==> config.mk <==
export PLATFORM = sky130hd
export DESIGN_NAME = gray_input_conditioner
export DESIGN_NICKNAME = d
export VERILOG_FILES = /design/src/rtl/gray_input_conditioner.sv
export SDC_FILE = /design/constraint.sdc
export NUM_CORES = 1
export LEC_CHECK = 0
export BUFFER_PORTS_ARGS = -buffer_cell sky130_fd_sc_hd__buf_2
export CAP_MARGIN = 20
export CORE_MARGIN = 3
export CORE_UTILIZATION = 55
export DETAILED_ROUTE_END_ITERATION = 7
export PLACE_DENSITY = 0.77
export SLEW_MARGIN = 20
export SYNTH_ARGS = -nofsm -noshare
export SYNTH_HDL_FRONTEND = slang
export SYNTH_SLANG_ARGS = --single-unit
==> constraint.sdc <==
create_clock -name clk -period 2.55 [get_ports clk]
set_input_delay 0.51 -clock clk [delete_from_list [all_inputs] [get_ports clk]]
set_output_delay 0.51 -clock clk [all_outputs]
set_load 0.05 [all_outputs]
==> src/rtl/gray_input_conditioner.sv <==
// -----------------------------------------------------------------------------
// gray_input_conditioner
//
// Conditions the four raw Gray-code switch levels before they reach the
// Gray-to-display converter. Each bit is synchronized to clk through a
// SYNC_STAGES-deep flop chain and then debounced by its own counter. The
// debounced word is presented on gray_stable. Every change of that word is
// flagged with a one-cycle valid strobe. The change is also classified as
// Gray-adjacent (one bit) or not (gray_error).
//
// Ports:
//   clk          system clock, all logic on the rising edge
//   rst          synchronous reset, active-high
//   gray_raw     raw switch levels (bit3=ag, bit2=bg, bit1=cg, bit0=dg),
//                asynchronous to clk
//   gray_stable  debounced Gray word for the converter stage
//   valid        one-cycle pulse in the cycle gray_stable takes a new value
//   gray_error   set when the last update changed more than one bit;
//                only updated together with valid
//   busy         high while any bit's debounce counter is nonzero
//
// Every output is a flop or a function of flops only; nothing on gray_raw
// reaches an output combinationally.
// -----------------------------------------------------------------------------
module gray_input_conditioner #(
  parameter int WIDTH           = 4,
  parameter int SYNC_STAGES     = 2,
  parameter int DEBOUNCE_CYCLES = 270000
) (
  input  logic             clk,
  input  logic             rst,
  input  logic [WIDTH-1:0] gray_raw,
  output logic [WIDTH-1:0] gray_stable,
  output logic             valid,
  output logic             gray_error,
  output logic             busy
);

  localparam int CNT_W = $clog2(DEBOUNCE_CYCLES);
  localparam logic [CNT_W-1:0] CNT_MAX = CNT_W'(DEBOUNCE_CYCLES - 1);

  // Synchronizer chain: stage 0 samples gray_raw, the last stage is the
  // synchronized value used by the debouncers.
  logic [SYNC_STAGES-1:0][WIDTH-1:0] sync_q, sync_d;
  logic [WIDTH-1:0]                  sync_last;

  logic [WIDTH-1:0][CNT_W-1:0] cnt_q, cnt_d;
  logic [WIDTH-1:0]            stable_q, stable_d;
  logic                        valid_q, valid_d;
  logic                        error_q, error_d;

  logic [WIDTH-1:0] flip;
  logic [WIDTH-1:0] disagree;
  logic [WIDTH-1:0] cnt_nz;

  assign sync_d[0]  = gray_raw;
  assign sync_last  = sync_q[SYNC_STAGES-1];

  genvar gi;
  generate
    for (gi = 1; gi < SYNC_STAGES; gi++) begin : g_sync
      assign sync_d[gi] = sync_q[gi-1];
    end

    for (gi = 0; gi < WIDTH; gi++) begin : g_debounce
      assign disagree[gi] = sync_last[gi] ^ stable_q[gi];
      // The bit flips on the edge where it has already disagreed for
      // DEBOUNCE_CYCLES-1 counted cycles and still disagrees.
      assign flip[gi]     = disagree[gi] && (cnt_q[gi] == CNT_MAX);
      // Agreement (or a completed flip) restarts the count, so any glitch
      // shorter than the debounce window leaves no trace.
      assign cnt_d[gi]    = (!disagree[gi] || flip[gi]) ? '0
                                                        : cnt_q[gi] + CNT_W'(1);
      assign cnt_nz[gi]   = (cnt_q[gi] != '0);
    end
  endgenerate

  always_comb begin
    stable_d = stable_q ^ flip;
    valid_d  = |flip;
    error_d  = error_q;
    if (|flip) begin
      // Nonzero after clearing the lowest set bit means two or more flips.
      error_d = |(flip & (flip - WIDTH'(1)));
    end
  end

  always_ff @(posedge clk) begin
    if (rst) begin
      sync_q   <= '0;
      cnt_q    <= '0;
      stable_q <= '0;
      valid_q  <= 1'b0;
      error_q  <= 1'b0;
    end else begin
      sync_q   <= sync_d;
      cnt_q    <= cnt_d;
      stable_q <= stable_d;
      valid_q  <= valid_d;
      error_q  <= error_d;
    end
  end

  assign gray_stable = stable_q;
  assign valid       = valid_q;
  assign gray_error  = error_q;
  assign busy        = |cnt_nz;

endmodule

# Yosys cells after proc, flatten, opt, wreduce, memory -nomap -nowiden
# Index checks and enable logic that the tools add are counted.
# word_totals
ff_bits,90
inputBits,6
output_inout_bits,7
wordCells,47
# op_classes
add_sub_neg,5
eq_ne,4
bitwise,6
reduce_logical,23
# ops
cell,n
"adder 19 x 1 -> 19 bit, second input constant",4
"== test 19 bit, second input constant",4
nonzero test 19 bit,4
OR reduction 4 bit,3
OR reduction 2 bit,4
AND 4 bit,1
logical AND 1 bit,4
logical NOT 1 bit,4
logical OR 1 bit,4
"subtractor 4 x 1 -> 4 bit, second input constant",1
bitwise XOR 1 bit,4
bitwise XOR 4 bit,1

# Depth between registers and ports, before layout
# logic_depth
depth_word,5
ltp_mapped,8

# Least setup slack after synthesis
# OpenSTA, ideal clock, no wires.
# synth_path
kind,register to output
from,reg cnt_q[21] in the netlist's numbering
to,out busy
t_arrival_ns,1.526
required_ns,2.040
setup_slack_ns,0.514
path_stages_with_launch,6
path_cell_list,dfxtp_1 -> clkbuf_1 -> nor4b_1 -> nand4_1 -> nor3_1 -> nand4_1
# synth_via
elab_chain_cells,2
# synth_rtl
element,line_no,rtl
from (decl),47,"logic [WIDTH-1:0][CNT_W-1:0] cnt_q, cnt_d;"
from (signal assigned),97,cnt_q <= cnt_d;
nonzero test 19 bit,74,assign cnt_nz[gi] = (cnt_q[gi] != '0);
OR reduction 4 bit,107,assign busy = |cnt_nz;
to (decl),36,output logic busy
# Every way passes these cells.

# Worst setup path after layout
# layout_path
from,reg cnt_q[57] in the netlist's numbering
to,out busy
# The elaborated chain is that of the path after synthesis.

==> out/results.ini <==
[clock_network]
hold_buffers = 0
cts_tree = built
cts-root-buf = clkbuf_8
numCtsBuffers = 9
htree_levels = 3
cts.sinks = 90
clk-insertion-delay-late_ps = 360
cts.clk_slew.worst_paths_ps = 90
clockBufferDepth = 2

[die]
die-area_um2 = 8190
die_y_um = 90.5
initial_core_util_pct = 57.2
coreArea_um2 = 6870
rows = 30
num_io_pins = 13
die_w_um = 90.5

[logic_synthesis]
synth.yosys.warnings = 0
synth_top_family_by_area = simple AND/OR/NAND/NOR gates
synth_area_per_cell_um2 = 8.73
muxShareOfSynthArea_pct = 0.765
netlist_instances = 450
syn_area_um2 = 3930
synth_cell_types = 33
ys_ff_latch = 90
synthAdderAreaFrac_pct = 2.55
synth-simple-area-share_pct = 31.3
syn_nets = 464
synth_compound_gate_area_share_pct = 1.40
synth_xor_area_share_pct = 15.8
seq_area_frac_synth_pct = 45.9

[critical_path]
critPathLaunchType = flip-flop
critPathSlowestCell = dfxtp_1
path_common_cell = nand4_1
cp_max_fo = 4
cp-end-kind = primary output
worstPathArrival_ps = 1890
rr_worst_depth = 7
crit_type = flip-flop to primary output
cpPeakStageDelay_ps = 340
crit_path_cell_trace = inv_1 > ha_1 > nor4b_2 > nand4_1 > nor3_2 > nand4_1 > buf_2
required_ps = 2040

[min_path]
holdPathStages = 2
hold_path_class = input pin to flip-flop

[power_and_ir_drop]
power_density_nw_per_um2 = 576
peakVddDrop_mv = 0.297
totalPowerFinal_mw = 2.48
leakagePower_nw = 1.50

[detailed_routing]
routedWlPerCell_um = 13.0
first_pass_iters = 6
vias = 3019
postRouteAntennaNets = 0
drt_iter0_markers = 169
via_per_inst = 5.33
totalWireLength_um = 7360
drc = 0

[place]
port-buffer-count = 12
postPlaceCellArea_um2 = 4070
numPlacedInstances = 550
place_ws_ps = 370
gp_congestion = 0.788
dpl.hpwl_um = 5230

[timing]
setup_viol_count_final = 0
grt_setup_unrepaired = false
maxSlewHeadroom_pct = 57.8
fin_hold_ws_ps = 357
final_hold_viol_count = 0
drv_slew = 0
worst_pin_slew_ps = 627
max_freq_mhz = 416
period_share_pct = 94.2
fin_ws_ps = 147
setup_tns_ps = 0
min_period_ps = 2400
fin_skew_ps = 12.0

[global_route]
grt_overflow = 0
grt.busiest_layer = met2
grt_pass1_wl_um = 12700
grt_pass1_vias = 2809
grt_max_degree = 20
grt_usage_pct = 18.9
use_met2_pct = 30.2
met1_usage_pct = 25.2
antenna_found_initial = 0
met3_usage_pct = 4.33

[layout]
stdcell_area_um2 = 4300
nets = 479
fin_cells = 566
seqCellArea_um2 = 1800
drive_above_1_share_pct = 8.51
antennaDiodeCount = 0
postLayoutCoreUtil_pct = 62.6
multi_input_area_um2 = 2060
nFillCells = 600
area_delta_synth_final_pct = 9.46

[flow_run]
drv_cap = 0

[run_status]
status = finished clean

-- path summary, 6_finish.rpt --
path	slack, ps	from	to
setup / recovery	150	cnt_q[57]	busy
hold reg to reg	450	sync_d[4]	sync_last[0]
hold / removal	360	gray_raw[3]	sync_d[7]
setup reg to reg	350	cnt_q[57]	gray_error
-- logic make-up after synthesis --
group                      after synthesis
xor gates and xnor gates                71
buffers and inverters                   21
and+or+nand+nor                        249
adders and majority gates                8
DFF                                     90
AOI/OAI and AO/OA                        8
muxes                                    3
-- state kept, by name, summed over array words and instances (netlist names), named ones only --
register	flops
sync_d	4
cnt_q	76
gray_error	1
sync_last	4
valid	1
-- report_power, final --
part	switching (mW)	total, mW	leakage (nW)	internal (mW)
registers	0.00448	1.42	0.727	1.41
logic	0.0286	0.0437	0.669	0.0151
clock network	0.525	1.02	0.103	0.490
-- cells in the final DEF (no fill, tap or decap), types with 3 or more instances in the layout --
master	n
a21oi_1	3
and3_1	16
and4_1	3
buf_2	12
clkbuf_8	10
dfxtp_1	90
ha_1	8
inv_1	13
mux2i_1	3
nand2_1	35
nand3_1	34
nand4_1	13
nor2_1	91
nor2b_1	10
nor3_1	8
nor3_2	3
nor4_1	16
or3_1	5
or4_1	4
xnor2_1	28
xor2_1	43
-- critical path: cells and delay by family, from the launching register on --
kind	cells	cell delay, ps
adders and majority gates	1	140
buffers and inverters	2	300
DFF	1	340
and+or+nand+nor	4	780
-- synthesized netlist by cell type --
cell type / count / area (µm²)
nand3b_2: 2 / 22.5
or3_4: 1 / 11.3
nor2b_1: 10 / 62.6
nor4b_1: 4 / 35.0
a22o_1: 1 / 8.76
xnor2_1: 28 / 245
nor4_1: 16 / 100
ha_1: 8 / 100
nand4_1: 13 / 81.3
nor3_2: 1 / 10.0
or4_1: 4 / 30.0
mux2i_1: 3 / 30.0
or3_1: 5 / 31.3
inv_1: 13 / 48.8
o21ai_0: 2 / 10.0
dfxtp_1: 90 / 1800
nand3_1: 34 / 170
nor2_1: 91 / 342
or2_2: 1 / 6.26
a221oi_2: 1 / 15.0
nand2_2: 2 / 12.5
and2_1: 1 / 6.26
xor2_1: 43 / 377
a31oi_1: 1 / 6.26
a21oi_1: 3 / 15.0
and3_1: 16 / 100
clkbuf_2: 1 / 5.00
buf_2: 2 / 10.0
nand2_1: 35 / 131
clkbuf_1: 3 / 11.3
nor3_1: 10 / 50.1
buf_4: 2 / 15.0
and4_1: 3 / 26.3
-- layout make-up --
class | instances | share of cell area, %
clock inverters | 6 | 1.69
repair buffers | 12 | 1.40
flip-flops and latches | 90 | 41.9
clock buffers | 10 | 3.20
well taps | 96 | 2.79
inverters | 13 | 1.14
multi-input cells | 339 | 47.9
-- per-layer routing --
metal	vias up	share of wire, %	routed length, µm
li1	1552	-	-
met1	1395	50	3680
met2	61	45	3280
met3	11	3.7	273
met4	0	1.7	128
met5	-	0	0
-- what timing repair did --
| item | 4_1_cts | 5_1_grt |
|---|---|---|
| setup buffers | 0 | 0 |
| gates resized for setup | 1 | 3 |
| setup endpoints to repair | 1 | 1 |
(Power assumes the default switching activity.)
